<file path="config.mk">
export PLATFORM = sky130hd
export DESIGN_NAME = fma_operand_unpack_flat
export DESIGN_NICKNAME = d
export VERILOG_FILES = /design/src/rtl/fma_operand_unpack_pkg.sv /design/src/rtl/fma_operand_unpack_if.sv /design/src/rtl/fma_operand_unpack_fp_lzc.sv /design/src/rtl/fma_operand_unpack.sv /design/src/flat_wrapper.sv
export SDC_FILE = /design/constraint.sdc
export NUM_CORES = 1
export LEC_CHECK = 0
export BUFFER_PORTS_ARGS = -buffer_cell sky130_fd_sc_hd__buf_4
export CORE_MARGIN = 1.5
export CORE_UTILIZATION = 35
export DETAILED_ROUTE_END_ITERATION = 8
export HOLD_SLACK_MARGIN = 0.15
export PLACE_DENSITY = 0.57
export SLEW_MARGIN = 10
export SYNTH_ARGS = -nofsm -noshare
export SYNTH_HDL_FRONTEND = slang
export SYNTH_SLANG_ARGS = --single-unit
export TNS_END_PERCENT = 1
</file>
<file path="constraint.sdc">
create_clock -name clk -period 2.3 [get_ports clk]
set_input_delay 0.115 -clock clk [delete_from_list [all_inputs] [get_ports clk]]
set_output_delay 0.115 -clock clk [all_outputs]
set_load 0.02 [all_outputs]
</file>
<file path="src/rtl/fma_operand_unpack_pkg.sv">
// ---------------------------------------------------------------------------
// fma_pkg
// Shared definitions for the FMA operand unpacker: default binary format
// (half precision), the per-operand class-flag struct and helper functions
// that derive the exponent bias and packed operand width from NE/NF.
// ---------------------------------------------------------------------------
package fma_pkg;

    localparam int DEF_NE = 5;
    localparam int DEF_NF = 10;

    // At most one flag is set; all clear means a normal number.
    typedef struct packed {
        logic zero;
        logic inf;
        logic qnan;
        logic snan;
        logic sub;
    } fp_class_t;

    function automatic int fp_bias(input int ne);
        return (1 << (ne - 1)) - 1;
    endfunction

    function automatic int fp_width(input int ne, input int nf);
        return 1 + ne + nf;
    endfunction

endpackage

</file>
<file path="src/rtl/fma_operand_unpack_if.sv">
// ---------------------------------------------------------------------------
// fma_operand_unpack_if
// Bundles the unpacker's input beat (x/y/z plus op controls, valid/ready),
// the unpacked output beat (sign/exp/sig/class per operand, invalid,
// valid/ready) and the sticky-invalid flag with its clear.
//   slave  : seen by the unpacker
//   master : seen by the operand source / consumer
// ---------------------------------------------------------------------------
interface fma_operand_unpack_if
    import fma_pkg::*;
#(
    parameter int NE = DEF_NE,
    parameter int NF = DEF_NF
);
    localparam int N = fp_width(NE, NF);

    logic          in_valid;
    logic          in_ready;
    logic [N-1:0]  x;
    logic [N-1:0]  y;
    logic [N-1:0]  z;
    logic          mul;
    logic          add;
    logic          negp;
    logic          negz;

    logic          out_valid;
    logic          out_ready;
    logic          x_sign, y_sign, z_sign;
    logic [NE+1:0] x_exp, y_exp, z_exp;
    logic [NF:0]   x_sig, y_sig, z_sig;
    logic          x_zero, y_zero, z_zero;
    logic          x_inf, y_inf, z_inf;
    logic          x_qnan, y_qnan, z_qnan;
    logic          x_snan, y_snan, z_snan;
    logic          x_sub, y_sub, z_sub;
    logic          invalid;

    logic          flag_clr;
    logic          invalid_sticky;

    modport slave (
        input  in_valid, x, y, z, mul, add, negp, negz, out_ready, flag_clr,
        output in_ready, out_valid,
               x_sign, y_sign, z_sign, x_exp, y_exp, z_exp,
               x_sig, y_sig, z_sig, x_zero, y_zero, z_zero,
               x_inf, y_inf, z_inf, x_qnan, y_qnan, z_qnan,
               x_snan, y_snan, z_snan, x_sub, y_sub, z_sub,
               invalid, invalid_sticky
    );

    modport master (
        output in_valid, x, y, z, mul, add, negp, negz, out_ready, flag_clr,
        input  in_ready, out_valid,
               x_sign, y_sign, z_sign, x_exp, y_exp, z_exp,
               x_sig, y_sig, z_sig, x_zero, y_zero, z_zero,
               x_inf, y_inf, z_inf, x_qnan, y_qnan, z_qnan,
               x_snan, y_snan, z_snan, x_sub, y_sub, z_sub,
               invalid, invalid_sticky
    );

endinterface

</file>
<file path="src/rtl/fma_operand_unpack_fp_lzc.sv">
// ---------------------------------------------------------------------------
// fp_lzc
// Combinational count-leading-zeros over a W-bit vector.
//   in_vec : vector to scan (MSB first)
//   count  : number of leading zeros, W when in_vec is all zero
// ---------------------------------------------------------------------------
module fp_lzc #(
    parameter int W  = 10,
    parameter int CW = $clog2(W + 1)
) (
    input  logic [W-1:0]  in_vec,
    output logic [CW-1:0] count
);

    // The highest set bit is visited last and therefore wins.
    always_comb begin
        count = CW'(W);
        for (int i = 0; i < W; i++) begin
            if (in_vec[i]) begin
                count = CW'(W - 1 - i);
            end
        end
    end

endmodule

</file>
<file path="src/rtl/fma_operand_unpack.sv">
// ---------------------------------------------------------------------------
// fma_operand_unpack
// Two-stage valid/ready pipeline that unpacks the three FMA operands.
// Stage 1 applies the mul/add/negp/negz substitutions and classifies each
// operand; stage 2 normalises subnormals, unbiases the exponent and
// computes the IEEE invalid condition. A sticky invalid flag accumulates
// over accepted output beats.
//   clk, reset_n : clock, asynchronous active-low reset
//   bus          : slave side of fma_operand_unpack_if
// ---------------------------------------------------------------------------
module fma_operand_unpack
    import fma_pkg::*;
#(
    parameter int NE = DEF_NE,
    parameter int NF = DEF_NF
) (
    input  logic                  clk,
    input  logic                  reset_n,
    fma_operand_unpack_if.slave   bus
);

    localparam int B  = fp_bias(NE);
    localparam int N  = fp_width(NE, NF);
    localparam int CW = $clog2(NF + 1);

    localparam logic [NE-1:0] BIAS_E      = NE'(B);
    localparam logic [NE-1:0] E_ONES      = '1;
    localparam logic [NE+1:0] BIAS_X      = (NE + 2)'(B);
    localparam logic [NE+1:0] ONE_MINUS_B = (NE + 2)'(1 - B);

    logic [N-1:0]  opnd      [3];
    fp_class_t     cls_in    [3];

    logic          s1_valid_q, s1_valid_d;
    logic          s1_sign_q [3], s1_sign_d [3];
    logic [NE-1:0] s1_expf_q [3], s1_expf_d [3];
    logic [NF-1:0] s1_frac_q [3], s1_frac_d [3];
    fp_class_t     s1_cls_q  [3], s1_cls_d  [3];

    logic [CW-1:0] lz        [3];
    logic [NE+1:0] unp_exp   [3];
    logic [NF:0]   unp_sig   [3];
    logic          invalid_calc;

    logic          s2_valid_q, s2_valid_d;
    logic          s2_sign_q [3], s2_sign_d [3];
    logic [NE+1:0] s2_exp_q  [3], s2_exp_d  [3];
    logic [NF:0]   s2_sig_q  [3], s2_sig_d  [3];
    fp_class_t     s2_cls_q  [3], s2_cls_d  [3];
    logic          s2_invalid_q, s2_invalid_d;
    logic          sticky_q, sticky_d;

    logic          s2_ready;
    logic          s1_ready;

    assign s2_ready     = ~s2_valid_q | bus.out_ready;
    assign s1_ready     = ~s1_valid_q | s2_ready;
    assign bus.in_ready = s1_ready;

    // Substitute the operands, then classify on the substituted encoding.
    // Without mul, y becomes +1.0 so the product degenerates to x.
    always_comb begin
        opnd[0] = bus.x;
        opnd[1] = bus.mul ? bus.y : {1'b0, BIAS_E, {NF{1'b0}}};
        opnd[1][N-1] = opnd[1][N-1] ^ bus.negp;
        opnd[2] = bus.add ? bus.z : '0;
        opnd[2][N-1] = opnd[2][N-1] ^ bus.negz;
        for (int i = 0; i < 3; i++) begin
            cls_in[i].zero = (opnd[i][N-2:NF] == '0) && (opnd[i][NF-1:0] == '0);
            cls_in[i].sub  = (opnd[i][N-2:NF] == '0) && (opnd[i][NF-1:0] != '0);
            cls_in[i].inf  = (opnd[i][N-2:NF] == E_ONES) && (opnd[i][NF-1:0] == '0);
            cls_in[i].qnan = (opnd[i][N-2:NF] == E_ONES) && opnd[i][NF-1];
            cls_in[i].snan = (opnd[i][N-2:NF] == E_ONES) && (opnd[i][NF-1:0] != '0)
                             && !opnd[i][NF-1];
        end
    end

    // Stage 1 takes a new beat whenever it is empty or draining into stage 2.
    always_comb begin
        s1_valid_d = s1_valid_q;
        for (int i = 0; i < 3; i++) begin
            s1_sign_d[i] = s1_sign_q[i];
            s1_expf_d[i] = s1_expf_q[i];
            s1_frac_d[i] = s1_frac_q[i];
            s1_cls_d[i]  = s1_cls_q[i];
        end
        if (s1_ready) begin
            s1_valid_d = bus.in_valid;
            if (bus.in_valid) begin
                for (int i = 0; i < 3; i++) begin
                    s1_sign_d[i] = opnd[i][N-1];
                    s1_expf_d[i] = opnd[i][N-2:NF];
                    s1_frac_d[i] = opnd[i][NF-1:0];
                    s1_cls_d[i]  = cls_in[i];
                end
            end
        end
    end

    for (genvar g = 0; g < 3; g++) begin : g_lzc
        fp_lzc #(.W(NF), .CW(CW)) u_lzc (
            .in_vec (s1_frac_q[g]),
            .count  (lz[g])
        );
    end

    // Subnormals shift left by lzc+1 so the leading one lands on bit NF;
    // the exponent drops by the same amount below the minimum normal.
    always_comb begin
        for (int i = 0; i < 3; i++) begin
            if (s1_cls_q[i].sub) begin
                unp_exp[i] = ONE_MINUS_B - ({{(NE + 2 - CW){1'b0}}, lz[i]} + (NE + 2)'(1));
                unp_sig[i] = ({1'b0, s1_frac_q[i]} << lz[i]) << 1;
            end else if (s1_cls_q[i].zero) begin
                unp_exp[i] = '0;
                unp_sig[i] = '0;
            end else begin
                unp_exp[i] = {2'b00, s1_expf_q[i]} - BIAS_X;
                unp_sig[i] = {1'b1, s1_frac_q[i]};
            end
        end
    end

    // Invalid: any signalling NaN, inf*0, or inf-inf between product and z.
    // The inf-inf term only applies when no operand is a NaN.
    always_comb begin
        logic any_snan;
        logic any_nan;
        logic prod_inf;
        any_snan = s1_cls_q[0].snan | s1_cls_q[1].snan | s1_cls_q[2].snan;
        any_nan  = any_snan | s1_cls_q[0].qnan | s1_cls_q[1].qnan | s1_cls_q[2].qnan;
        prod_inf = s1_cls_q[0].inf | s1_cls_q[1].inf;
        invalid_calc = any_snan
                     | (s1_cls_q[0].inf & s1_cls_q[1].zero)
                     | (s1_cls_q[0].zero & s1_cls_q[1].inf)
                     | (prod_inf & s1_cls_q[2].inf & !any_nan
                        & ((s1_sign_q[0] ^ s1_sign_q[1]) != s1_sign_q[2]));
    end

    // Stage 2 holds while the consumer stalls, keeping outputs stable.
    always_comb begin
        s2_valid_d   = s2_valid_q;
        s2_invalid_d = s2_invalid_q;
        for (int i = 0; i < 3; i++) begin
            s2_sign_d[i] = s2_sign_q[i];
            s2_exp_d[i]  = s2_exp_q[i];
            s2_sig_d[i]  = s2_sig_q[i];
            s2_cls_d[i]  = s2_cls_q[i];
        end
        if (s2_ready) begin
            s2_valid_d = s1_valid_q;
            if (s1_valid_q) begin
                s2_invalid_d = invalid_calc;
                for (int i = 0; i < 3; i++) begin
                    s2_sign_d[i] = s1_sign_q[i];
                    s2_exp_d[i]  = unp_exp[i];
                    s2_sig_d[i]  = unp_sig[i];
                    s2_cls_d[i]  = s1_cls_q[i];
                end
            end
        end
    end

    // A set in the same cycle as a clear takes priority.
    always_comb begin
        sticky_d = sticky_q;
        if (s2_valid_q && bus.out_ready && s2_invalid_q) begin
            sticky_d = 1'b1;
        end else if (bus.flag_clr) begin
            sticky_d = 1'b0;
        end
    end

    always_ff @(posedge clk or negedge reset_n) begin
        if (!reset_n) begin
            s1_valid_q   <= 1'b0;
            s2_valid_q   <= 1'b0;
            s2_invalid_q <= 1'b0;
            sticky_q     <= 1'b0;
            for (int i = 0; i < 3; i++) begin
                s1_sign_q[i] <= 1'b0;
                s1_expf_q[i] <= '0;
                s1_frac_q[i] <= '0;
                s1_cls_q[i]  <= '0;
                s2_sign_q[i] <= 1'b0;
                s2_exp_q[i]  <= '0;
                s2_sig_q[i]  <= '0;
                s2_cls_q[i]  <= '0;
            end
        end else begin
            s1_valid_q   <= s1_valid_d;
            s2_valid_q   <= s2_valid_d;
            s2_invalid_q <= s2_invalid_d;
            sticky_q     <= sticky_d;
            for (int i = 0; i < 3; i++) begin
                s1_sign_q[i] <= s1_sign_d[i];
                s1_expf_q[i] <= s1_expf_d[i];
                s1_frac_q[i] <= s1_frac_d[i];
                s1_cls_q[i]  <= s1_cls_d[i];
                s2_sign_q[i] <= s2_sign_d[i];
                s2_exp_q[i]  <= s2_exp_d[i];
                s2_sig_q[i]  <= s2_sig_d[i];
                s2_cls_q[i]  <= s2_cls_d[i];
            end
        end
    end

    assign bus.out_valid      = s2_valid_q;
    assign bus.invalid        = s2_invalid_q;
    assign bus.invalid_sticky = sticky_q;

    assign bus.x_sign = s2_sign_q[0];
    assign bus.y_sign = s2_sign_q[1];
    assign bus.z_sign = s2_sign_q[2];
    assign bus.x_exp  = s2_exp_q[0];
    assign bus.y_exp  = s2_exp_q[1];
    assign bus.z_exp  = s2_exp_q[2];
    assign bus.x_sig  = s2_sig_q[0];
    assign bus.y_sig  = s2_sig_q[1];
    assign bus.z_sig  = s2_sig_q[2];
    assign bus.x_zero = s2_cls_q[0].zero;
    assign bus.y_zero = s2_cls_q[1].zero;
    assign bus.z_zero = s2_cls_q[2].zero;
    assign bus.x_inf  = s2_cls_q[0].inf;
    assign bus.y_inf  = s2_cls_q[1].inf;
    assign bus.z_inf  = s2_cls_q[2].inf;
    assign bus.x_qnan = s2_cls_q[0].qnan;
    assign bus.y_qnan = s2_cls_q[1].qnan;
    assign bus.z_qnan = s2_cls_q[2].qnan;
    assign bus.x_snan = s2_cls_q[0].snan;
    assign bus.y_snan = s2_cls_q[1].snan;
    assign bus.z_snan = s2_cls_q[2].snan;
    assign bus.x_sub  = s2_cls_q[0].sub;
    assign bus.y_sub  = s2_cls_q[1].sub;
    assign bus.z_sub  = s2_cls_q[2].sub;

endmodule

</file>
<file path="src/flat_wrapper.sv">
// flat-port wrapper written by rule: the top's interface ports become plain ports
module fma_operand_unpack_flat import fma_pkg::*;
#(
    parameter int NE = DEF_NE,
    parameter int NF = DEF_NF
)
  (clk, reset_n, bus_in_valid, bus_x, bus_y, bus_z, bus_mul, bus_add, bus_negp, bus_negz, bus_out_ready, bus_flag_clr, bus_in_ready, bus_out_valid, bus_x_sign, bus_y_sign, bus_z_sign, bus_x_exp, bus_y_exp, bus_z_exp, bus_x_sig, bus_y_sig, bus_z_sig, bus_x_zero, bus_y_zero, bus_z_zero, bus_x_inf, bus_y_inf, bus_z_inf, bus_x_qnan, bus_y_qnan, bus_z_qnan, bus_x_snan, bus_y_snan, bus_z_snan, bus_x_sub, bus_y_sub, bus_z_sub, bus_invalid, bus_invalid_sticky);
  fma_operand_unpack_if #(.NE(NE), .NF(NF)) bus_i ();
  input  logic clk;
  input  logic reset_n;
  input wire logic [$bits(bus_i.in_valid)-1:0] bus_in_valid;
  input wire logic [$bits(bus_i.x)-1:0] bus_x;
  input wire logic [$bits(bus_i.y)-1:0] bus_y;
  input wire logic [$bits(bus_i.z)-1:0] bus_z;
  input wire logic [$bits(bus_i.mul)-1:0] bus_mul;
  input wire logic [$bits(bus_i.add)-1:0] bus_add;
  input wire logic [$bits(bus_i.negp)-1:0] bus_negp;
  input wire logic [$bits(bus_i.negz)-1:0] bus_negz;
  input wire logic [$bits(bus_i.out_ready)-1:0] bus_out_ready;
  input wire logic [$bits(bus_i.flag_clr)-1:0] bus_flag_clr;
  output wire logic [$bits(bus_i.in_ready)-1:0] bus_in_ready;
  output wire logic [$bits(bus_i.out_valid)-1:0] bus_out_valid;
  output wire logic [$bits(bus_i.x_sign)-1:0] bus_x_sign;
  output wire logic [$bits(bus_i.y_sign)-1:0] bus_y_sign;
  output wire logic [$bits(bus_i.z_sign)-1:0] bus_z_sign;
  output wire logic [$bits(bus_i.x_exp)-1:0] bus_x_exp;
  output wire logic [$bits(bus_i.y_exp)-1:0] bus_y_exp;
  output wire logic [$bits(bus_i.z_exp)-1:0] bus_z_exp;
  output wire logic [$bits(bus_i.x_sig)-1:0] bus_x_sig;
  output wire logic [$bits(bus_i.y_sig)-1:0] bus_y_sig;
  output wire logic [$bits(bus_i.z_sig)-1:0] bus_z_sig;
  output wire logic [$bits(bus_i.x_zero)-1:0] bus_x_zero;
  output wire logic [$bits(bus_i.y_zero)-1:0] bus_y_zero;
  output wire logic [$bits(bus_i.z_zero)-1:0] bus_z_zero;
  output wire logic [$bits(bus_i.x_inf)-1:0] bus_x_inf;
  output wire logic [$bits(bus_i.y_inf)-1:0] bus_y_inf;
  output wire logic [$bits(bus_i.z_inf)-1:0] bus_z_inf;
  output wire logic [$bits(bus_i.x_qnan)-1:0] bus_x_qnan;
  output wire logic [$bits(bus_i.y_qnan)-1:0] bus_y_qnan;
  output wire logic [$bits(bus_i.z_qnan)-1:0] bus_z_qnan;
  output wire logic [$bits(bus_i.x_snan)-1:0] bus_x_snan;
  output wire logic [$bits(bus_i.y_snan)-1:0] bus_y_snan;
  output wire logic [$bits(bus_i.z_snan)-1:0] bus_z_snan;
  output wire logic [$bits(bus_i.x_sub)-1:0] bus_x_sub;
  output wire logic [$bits(bus_i.y_sub)-1:0] bus_y_sub;
  output wire logic [$bits(bus_i.z_sub)-1:0] bus_z_sub;
  output wire logic [$bits(bus_i.invalid)-1:0] bus_invalid;
  output wire logic [$bits(bus_i.invalid_sticky)-1:0] bus_invalid_sticky;
  assign bus_i.in_valid = bus_in_valid;
  assign bus_i.x = bus_x;
  assign bus_i.y = bus_y;
  assign bus_i.z = bus_z;
  assign bus_i.mul = bus_mul;
  assign bus_i.add = bus_add;
  assign bus_i.negp = bus_negp;
  assign bus_i.negz = bus_negz;
  assign bus_i.out_ready = bus_out_ready;
  assign bus_i.flag_clr = bus_flag_clr;
  assign bus_in_ready = bus_i.in_ready;
  assign bus_out_valid = bus_i.out_valid;
  assign bus_x_sign = bus_i.x_sign;
  assign bus_y_sign = bus_i.y_sign;
  assign bus_z_sign = bus_i.z_sign;
  assign bus_x_exp = bus_i.x_exp;
  assign bus_y_exp = bus_i.y_exp;
  assign bus_z_exp = bus_i.z_exp;
  assign bus_x_sig = bus_i.x_sig;
  assign bus_y_sig = bus_i.y_sig;
  assign bus_z_sig = bus_i.z_sig;
  assign bus_x_zero = bus_i.x_zero;
  assign bus_y_zero = bus_i.y_zero;
  assign bus_z_zero = bus_i.z_zero;
  assign bus_x_inf = bus_i.x_inf;
  assign bus_y_inf = bus_i.y_inf;
  assign bus_z_inf = bus_i.z_inf;
  assign bus_x_qnan = bus_i.x_qnan;
  assign bus_y_qnan = bus_i.y_qnan;
  assign bus_z_qnan = bus_i.z_qnan;
  assign bus_x_snan = bus_i.x_snan;
  assign bus_y_snan = bus_i.y_snan;
  assign bus_z_snan = bus_i.z_snan;
  assign bus_x_sub = bus_i.x_sub;
  assign bus_y_sub = bus_i.y_sub;
  assign bus_z_sub = bus_i.z_sub;
  assign bus_invalid = bus_i.invalid;
  assign bus_invalid_sticky = bus_i.invalid_sticky;
  fma_operand_unpack #(.NE(NE), .NF(NF)) u_core (.clk(clk), .reset_n(reset_n), .bus(bus_i));
endmodule
</file>
==> flow_summary.yaml, run 1 <==
outcome:
  status: "finished, final reports clean"
drt:
  routed_wl_um: 25100
  via_per_inst: 5.31
  dr.first_iter.drc_count: 450
  dr.pass1.iters: 5
  wl_per_cell_um: 16.9
  drcViolationCount: 0
  ant_nets: 0
  num_vias: 7891
floorplanning:
  core_area_um2: 22000
  die_h_um: 153
  rows: 54
  io_pins: 133
  dieArea_um2: 23500
  start_util_pct: 35.9
  die_x_um: 153
yosys:
  syn_area_um2: 7910
  syn_avg_cell_area_um2: 8.32
  synth_edf_count: 0
  yosys_warnings: 0
  yosys_register_bits: 139
  synthArstFlopShare_pct: 100
  ys_types: 78
  synth_cells: 951
  ys.flop_type: "dfrtp_1"
  ys_seq_area_share_pct: 44.0
  syn_nets: 1017
timing:
  rsz0062_at_grt: "yes"
  final-hold-violation-count: 0
  slew_viol_final: 0
  worst_slew_pin_slew_ns: 1.07
  setup_violations: 0
  max_freq_mhz: 451
  fin_crit_ns: 2.22
  worst_hold_slack_ns: 0.174
  min_period_over_period_pct: 96.4
  relSlewSlack_pct: 28.7
  skew_ns: 0.00888
critical_path:
  startpoint: "u_core.s1_frac_q[18]"
  cp.required_ns: 2.61
  cp_top_family: "compound AO/OA/AOI/OAI gates"
  r2r_setup_slack_ns: 0.08
  slowest_delay_ns: 0.50
  cp_num_buf_inv: 2
  cp_slowest_cell: "dfrtp_1"
  worst_ep_arrival_time_ns: 2.53
  cp_max_fo: 7
  endpoint_kind: "flop"
  crit_type: "reg -> reg"
  crit_chain: "inv_1, a21oi_1, o31ai_4, inv_1, ha_2, or3b_2, a21oi_1, o31ai_1"
  reg2reg_from: "u_core.s1_frac_q[18]"
  start_kind: "flop"
layout:
  nNetsFinal: 1259
  layout-drive-gt1-share_pct: 24.3
  final_cell_mix: "209 x buf_4, 188 x nand2_1, 137 x dfrtp_1"
  utilization_pct: 50.4
  final_common_cell: "buf_4"
  fill_cells: 2101
  final_cell_area_um2: 11100
  syn_to_final_growth_pct: 40.3
  antenna_cells: 0
place:
  placed_cell_area_um2: 9570
  finalWeightedCongestion: 0.853
  dp_hpwl_um: 18200
  io_buffers: 132
grt:
  grt_pass1_wl_um: 40800
  grt-ovfl-total: 0
  grtUsageTotal_pct: 21.7
  grt_antenna_before_repair: 0
  grt_pass1_vias: 7497
  grt_max_degree: 61
power:
  ir_drop_mv: 0.544
  leakagePower_nw: 5.05
  p_per_area_nw_per_um2: 835
cts:
  clock_latency_ns: 0.43
  numCtsBuffers: 17
  cts_buffer_depth: 2
  cts_root_buf: "clkbuf_16"
  cts.sinks: 139
  cts_tree: "built"
  clk_pin_slew_ns: 0.07
  cts_setup_buffers: 0
  htree_levels: 4
worst_hold_path:
  hp-start: "bus_add"
  hold_path_class: "in -> reg"
flow_run:
  cap_violations: 0
[tightest hold or removal path, cell delays in order]
cell and delay, ns:
buf_4 0.18, a21oi_1 0.15, a22o_1 0.13
[sequential cells by signal (all words and copies together) (netlist names), 3 cells and up]
register,flops
u_core.bus.y_exp,7
u_core.s1_frac_q,30
u_core.bus.x_sig,11
u_core.bus.z_sig,11
u_core.s1_expf_q,15
u_core.bus.x_exp,7
u_core.s1_sign_q,3
u_core.bus.z_exp,7
u_core.bus.y_sig,11
u_core.s1_cls_q,15
[metrics by stage]
stage / setup slack, ns / total power [mW] / cells / TNS (ns)
CTS: 0.0431 / 9.30 / 1486 / 0
global route: -0.0771 / 9.75 / 1486 / -0.109
global placement: 0.0543 / 6.08 / 1371 / 0
finish: 0.0836 / 9.27 / 1486 / 0
detailed placement: -0.0124 / 6.09 / 1371 / -0.0124
floorplan: 0.0250 / 4.87 / 951 / 0
[final cells by class]
class	instances	area, um2	area share (%)
timing repair buffer	295	2450	22.1
tap	280	350	3.16
sequential	139	3480	31.4
inverter	29	111	1.00
clock buffer	17	425	3.83
clock inverter	15	224	2.02
multi-input combinational	711	4060	36.6
[cells in the mapped netlist, drive strengths merged, types with 11 or more instances]
cell / number / area, um2
nand2: 190 / 713
dfrtp: 139 / 3480
nor2: 101 / 389
o21ai: 83 / 427
a21oi: 57 / 300
nand3: 44 / 220
clkbuf: 43 / 163
buf: 29 / 166
inv: 27 / 104
nor4: 14 / 103
a221oi: 13 / 138
and3: 13 / 86.3
nor3: 13 / 65.1
xnor2: 13 / 114
a31oi: 11 / 68.8
[routing by layer]
layer  track usage [%]  vias up  wire, um
met1              30.2     3801     11800
li1                  -     3837         -
met5                 0        -         0
met2              34.8      222     11700
met4              6.06        0       398
met3              3.63       31      1110
[worst paths after layout]
path | to | depth (start not counted)
setup / recovery | u_core.bus.y_exp[3] | 8
hold / removal | u_core.s1_cls_q[1] | 3
setup reg to reg | u_core.bus.y_exp[3] | 8
hold reg to reg | u_core.bus.y_sig[4] | 2
max in group asynchronous | u_core.bus.z_exp[1] | 3
min in group asynchronous | u_core.bus.out_valid | 2
[where the power goes]
part	switching [mW]	leakage [nW]	total (mW)	internal, mW
Combinational	1.72	2.99	3.08	1.36
Clock	1.14	0.313	3.07	1.93
Sequential	0.333	1.74	3.13	2.79
Total	3.19	5.05	9.27	6.08
[cells by family (layout without fill, tap and decap cells)]
group                      count (synthesis)  after routing  share of synthesized area [%]
AOI/OAI and AO/OA                        245            245                           20.8
DFF                                      139            139                           44.0
and+or+nand+nor                          423            423                           24.3
adders and majority gates                  9              9                           1.42
buffers and inverters                    101            356                           5.57
xor gates and xnor gates                  22             22                           2.44
muxes                                     12             12                           1.57
[what timing repair did]
| item | in CTS | in global routing |
|---|---|---|
| pin swaps | 0 | 1 |
| gates resized for setup | 1 | 15 |
| hold buffers | 83 | 0 |
| cloned | 0 | 0 |
| endpoints found under the hold margin | 144 | 0 |
| setup endpoints to repair | 2 | 16 |
(Power assumes the default switching activity.)
==> run 2, diff against run 1 <==
--- a/config.mk
+++ b/config.mk
@@ -6,11 +6,13 @@
 export NUM_CORES = 1
 export LEC_CHECK = 0
 export BUFFER_PORTS_ARGS = -buffer_cell sky130_fd_sc_hd__buf_4
+export CELL_PAD_IN_SITES_DETAIL_PLACEMENT = 0
+export CELL_PAD_IN_SITES_GLOBAL_PLACEMENT = 1
 export CORE_MARGIN = 1.5
 export CORE_UTILIZATION = 35
 export DETAILED_ROUTE_END_ITERATION = 8
 export HOLD_SLACK_MARGIN = 0.15
-export PLACE_DENSITY = 0.57
+export PLACE_DENSITY = 0.72
 export SLEW_MARGIN = 10
 export SYNTH_ARGS = -nofsm -noshare
 export SYNTH_HDL_FRONTEND = slang
==> flow_summary.yaml, run 2 (synthesized netlist as in run 1, its figures left out) <==
outcome:
  status: "finished, final reports clean"
cts:
  htree_levels: 4
  cts_tree: "built"
  cts.sinks: 139
  clk_pin_slew_ns: 0.06
  numCtsBuffers: 17
  cts_root_buf: "clkbuf_16"
  clock_latency_ns: 0.44
  cts_setup_buffers: 0
  cts_buffer_depth: 2
grt:
  grt_pass1_wl_um: 41900
  grt_pass1_vias: 7822
  met2_usage_pct: 37.2
  met1_usage_pct: 30.1
  grt_antenna_before_repair: 0
  grtUsageTotal_pct: 22.5
  busiest_layer: "met2"
  use_met3_pct: 4.03
  grt-ovfl-total: 0
  grt_max_degree: 64
floorplanning:
  core_area_um2: 22000
  io_pins: 133
  start_util_pct: 35.9
  die_x_um: 153
  dieArea_um2: 23500
  die_h_um: 153
  rows: 54
timing:
  min_period_over_period_pct: 97.7
  fin_crit_ns: 2.25
  setup_ws_ns: 0.0527
  worst_slew_pin_slew_ns: 1.08
  tns_ns: 0
  setup_violations: 0
  max_freq_mhz: 445
  rsz0062_at_grt: "yes"
  final-hold-violation-count: 0
  slew_viol_final: 0
  skew_ns: 0.0147
  relSlewSlack_pct: 28.0
drt:
  dr.pass1.iters: 5
  ant_nets: 0
  drcViolationCount: 0
  dr.first_iter.drc_count: 430
  routed_wl_um: 25500
  wl_per_cell_um: 17.1
  via_per_inst: 5.29
  num_vias: 7873
place:
  dp_hpwl_um: 18300
  io_buffers: 132
  dp_slack_ns: -0.0166
  place_inst: 1373
  finalWeightedCongestion: 0.877
power:
  comb_power_share_pct: 33.3
  ir_drop_mv: 0.510
  swShare_pct: 35.1
  leakagePower_nw: 5.05
  p_per_area_nw_per_um2: 832
  p_sw_mw: 3.24
  p_int_mw: 6.01
  clock_power_share_pct: 32.7
  p_seq_share_pct: 33.9
critical_path:
  endpoint_kind: "flop"
  startpoint: "u_core.s1_frac_q[17]"
  cp.required_ns: 2.64
  reg2reg_from: "u_core.s1_frac_q[17]"
  crit_type: "reg -> reg"
  cp_num_buf_inv: 1
  slowest_delay_ns: 0.37
  cp_top_family: "simple AND/OR/NAND/NOR gates"
  start_kind: "flop"
  worst_ep_arrival_time_ns: 2.58
  crit_chain: "or2_2, nor4_2, or2_1, inv_2, ha_1, nor3b_1, a311oi_1, o21ai_0, o31ai_1"
  cp_slowest_cell: "dfrtp_1"
  cp_max_fo: 4
layout:
  nNetsFinal: 1261
  largest_reg_flops: 30
  final_cell_mix: "210 x buf_4, 188 x nand2_1, 132 x dfrtp_1"
  fin_cells: 1488
  top_regs: "u_core.s1_frac_q: 30 flops, u_core.s1_cls_q: 15 flops, u_core.s1_expf_q: 15 flops"
  syn_to_final_growth_pct: 40.5
  fill_cells: 2140
  antenna_cells: 0
  final_common_cell: "buf_4"
  layout-drive-gt1-share_pct: 24.8
  regMostFlops: "u_core.s1_frac_q"
worst_hold_path:
  hp-start: "bus_add"
  hold_path_class: "in -> reg"
flow_run:
  cap_violations: 0
==> run 2: metrics by stage <==
stage	instance area [um2]	power, mW	hold slack (ns)	util [%]
2_1_floorplan	7930	4.87	-0.181	-
3_3_place_gp	9600	6.10	0.158	43.6
3_5_place_dp	9600	6.11	0.157	43.6
4_1_cts	11100	9.28	0.163	50.3
5_1_grt	11100	9.74	0.187	50.5
6_report	11100	9.25	0.175	50.5
==> run 2: final cells by class <==
| cell class | count | area (um2) | area share (%) |
|---|---|---|---|
| Sequential cell | 139 | 3490 | 31.4 |
| Timing Repair Buffer | 297 | 2480 | 22.3 |
| Clock inverter | 15 | 213 | 1.91 |
| Inverter | 29 | 111 | 1.00 |
| Multi-Input combinational cell | 711 | 4050 | 36.5 |
| Tap cell | 280 | 350 | 3.15 |
| Clock buffer | 17 | 425 | 3.83 |
==> run 2: what timing repair did <==
action / 4_1_cts / 5_1_grt
hold buffers: 83 / 0
gates resized for setup: 3 / 17
pin swaps: 0 / 3
endpoints found under the hold margin: 161 / 0
setup endpoints to repair: 3 / 17
==> run 2: worst paths after layout <==
path,endpoint,slack [ns],cells after the start
worst max-delay path,u_core.bus.y_exp[3],0.05,9
worst min-delay path,u_core.s1_cls_q[1],0.17,3
worst max register to register,u_core.bus.y_exp[3],0.05,9
worst min register to register,u_core.bus.y_sig[3],0.48,2
max in group asynchronous,u_core.s1_frac_q[10],1.38,3
min in group asynchronous,u_core.bus.x_snan,0.23,2
==> run 2: routing by layer <==
metal,vias to the layer above,part of all wire (%)
met3,28,4.7
met1,3781,46
met4,0,1.2
met2,215,48
met5,-,0
li1,3849,-
==> run 2: worst reg2reg max path, cell delays in order, from the launching register on <==
cell,delay (ns)
dfrtp_1,0.37
or2_2,0.33
nor4_2,0.24
or2_1,0.17
inv_2,0.06
ha_1,0.33
nor3b_1,0.16
a311oi_1,0.19
o21ai_0,0.12
o31ai_1,0.19
==> run 2: power by group through the flow <==
| stage | registers [mW] | clock network [mW] | logic, mW |
|---|---|---|---|
| 2_1_floorplan | 3.33 | 0 | 1.54 |
| 3_3_place_gp | 3.17 | 0 | 2.93 |
| 3_5_place_dp | 3.17 | 0 | 2.94 |
| 4_1_cts | 3.13 | 3.08 | 3.07 |
| 5_1_grt | 3.19 | 3.18 | 3.37 |
| 6_report | 3.14 | 3.03 | 3.08 |
==> run 3, diff against run 2 <==
--- a/config.mk
+++ b/config.mk
@@ -10,6 +10,7 @@
 export CELL_PAD_IN_SITES_GLOBAL_PLACEMENT = 1
 export CORE_MARGIN = 1.5
 export CORE_UTILIZATION = 35
+export CTS_BUF_LIST = sky130_fd_sc_hd__clkbuf_4 sky130_fd_sc_hd__clkbuf_8
 export DETAILED_ROUTE_END_ITERATION = 8
 export HOLD_SLACK_MARGIN = 0.15
 export PLACE_DENSITY = 0.72
==> flow_summary.yaml, run 3 (synthesized netlist as in run 1, its figures left out) <==
critical_path:
  crit_chain: "or2_2, nor4_2, or2_1, inv_2, ha_1, nor3b_1, a311oi_1, o21ai_0, o31ai_1"
  slowest_delay_ns: 0.38
  cp_top_family: "simple AND/OR/NAND/NOR gates"
  worst_ep_arrival_time_ns: 2.62
  cp_num_buf_inv: 1
  cp_slowest_cell: "dfrtp_1"
  endpoint_kind: "flop"
  crit_type: "reg -> reg"
  cp_max_fo: 4
  cp.required_ns: 2.67
  start_kind: "flop"
grt:
  grt_antenna_before_repair: 0
  grt_pass1_wl_um: 41700
  grt_max_degree: 64
  grtUsageTotal_pct: 22.3
  grt_pass1_vias: 7808
  grt-ovfl-total: 0
layout:
  final_common_cell: "buf_4"
  regMostFlops: "u_core.s1_frac_q"
  final_cell_mix: "210 x buf_4, 188 x nand2_1, 134 x dfrtp_1"
  top_regs: "u_core.s1_frac_q: 30 flops, u_core.s1_cls_q: 15 flops, u_core.s1_expf_q: 15 flops"
  largest_reg_flops: 30
  utilization_pct: 49.6
  syn_to_final_growth_pct: 38.1
  antenna_cells: 0
  layout-drive-gt1-share_pct: 24.6
  fill_cells: 2168
  nNetsFinal: 1262
  multiInputGateArea_um2: 4050
  regArea_um2: 3480
power:
  leakagePower_nw: 4.97
  p_total_mw: 8.50
  ir_drop_mv: 0.453
  p_per_area_nw_per_um2: 778
drt:
  dr.pass1.iters: 5
  num_vias: 7909
  ant_nets: 0
  wl_per_cell_um: 17.0
  dr.first_iter.drc_count: 411
  via_per_inst: 5.31
  drcViolationCount: 0
  routed_wl_um: 25300
place:
  dp_hpwl_um: 18300
  finalWeightedCongestion: 0.877
  dp_slack_ns: -0.0166
  io_buffers: 132
floorplanning:
  die_x_um: 153
  io_pins: 133
  rows: 54
  die_h_um: 153
  core_area_um2: 22000
  dieArea_um2: 23500
  start_util_pct: 35.9
worst_hold_path:
  hold_path_class: "in -> async"
timing:
  fin_crit_ns: 2.24
  max_freq_mhz: 446
  slew_viol_final: 0
  skew_ns: 0.0105
  rsz0062_at_grt: "yes"
  setup_ws_ns: 0.0565
  min_period_over_period_pct: 97.5
  worst_slew_pin_slew_ns: 1.07
  final-hold-violation-count: 0
  setup_violations: 0
  relSlewSlack_pct: 28.4
cts:
  cts_tree: "built"
  cts_setup_buffers: 0
  numCtsBuffers: 17
  cts.sinks: 139
  clk_pin_slew_ns: 0.09
  cts_buffer_depth: 2
  clock_latency_ns: 0.46
  cts_root_buf: "clkbuf_8"
  htree_levels: 4
flow_run:
  cap_violations: 0
outcome:
  status: "finished, final reports clean"
-- run 3: changes by cell type in the layout (fill, tap and decap cells not counted) --
cell           change
clkbuf_16         -17
clkbuf_8          +17
dfrtp_1            +2
dfrtp_2            -2
dlygate4sd3_1      +1
xnor2_1            +1
xnor2_2            -1
-- run 3: worst paths after layout --
kind / startpoint / to / slack, ns / cells after the start
setup / recovery: u_core.s1_frac_q[17] / u_core.bus.y_exp[3] / 0.06 / 9
hold / removal: reset_n / u_core.bus.x_snan / 0.20 / 2
setup reg to reg: u_core.s1_frac_q[17] / u_core.bus.y_exp[3] / 0.06 / 9
hold reg to reg: u_core.bus.y_sig[0] / u_core.bus.y_sig[0] / 0.48 / 2
max in group asynchronous: reset_n / u_core.s1_frac_q[10] / 1.41 / 3
min in group clk: bus_x[15] / u_core.s1_sign_q[2] / 0.38 / 4
-- run 3: where the power goes --
group | total (mW) | internal, mW | switching, mW
Sequential | 3.13 | 2.79 | 0.342
Clock | 2.30 | 1.21 | 1.09
Combinational | 3.07 | 1.37 | 1.71
-- run 3: stage by stage --
| stage | cell area (um2) | hold WS (ns) | std cells | setup TNS, ns |
|---|---|---|---|---|
| 6_report | 10900 | 0.197 | 1489 | 0 |
| 4_1_cts | 10900 | 0.213 | 1489 | 0 |
| 2_1_floorplan | 7930 | -0.181 | 951 | 0 |
| 5_1_grt | 10900 | 0.239 | 1489 | -0.267 |
| 3_3_place_gp | 9600 | 0.158 | 1373 | 0 |
| 3_5_place_dp | 9600 | 0.157 | 1373 | -0.0166 |
-- run 3: layout make-up --
| type | instances | area share, % |
|---|---|---|
| Clock inverter | 15 | 1.95 |
| Multi-Input combinational cell | 711 | 37.0 |
| Inverter | 29 | 1.02 |
| Timing Repair Buffer | 298 | 22.8 |
| Tap cell | 280 | 3.21 |
| Clock buffer | 17 | 2.14 |
| Sequential cell | 139 | 31.9 |
-- run 3: worst register-to-register path, cell delays in order, from the launching register on --
cell	delay [ns]
dfrtp_1	0.38
or2_2	0.33
nor4_2	0.24
or2_1	0.17
inv_2	0.06
ha_1	0.33
nor3b_1	0.16
a311oi_1	0.19
o21ai_0	0.12
o31ai_1	0.19
-- run 3: what timing repair did --
| item | in CTS | in global routing |
|---|---|---|
| gates cloned | 0 | 0 |
| endpoints found under the setup margin | 3 | 17 |
| hold buffers | 84 | 0 |
| resized for setup | 3 | 14 |
| endpoints found under the hold margin | 205 | 0 |
| pin swaps | 0 | 3 |
-- run 3: metal layers --
metal | GRT usage [%] | share of wire [%]
met2 | 37.0 | 47
met1 | 29.7 | 46
met3 | 4.00 | 5.1
met5 | 0 | 0
met4 | 6.43 | 1.7
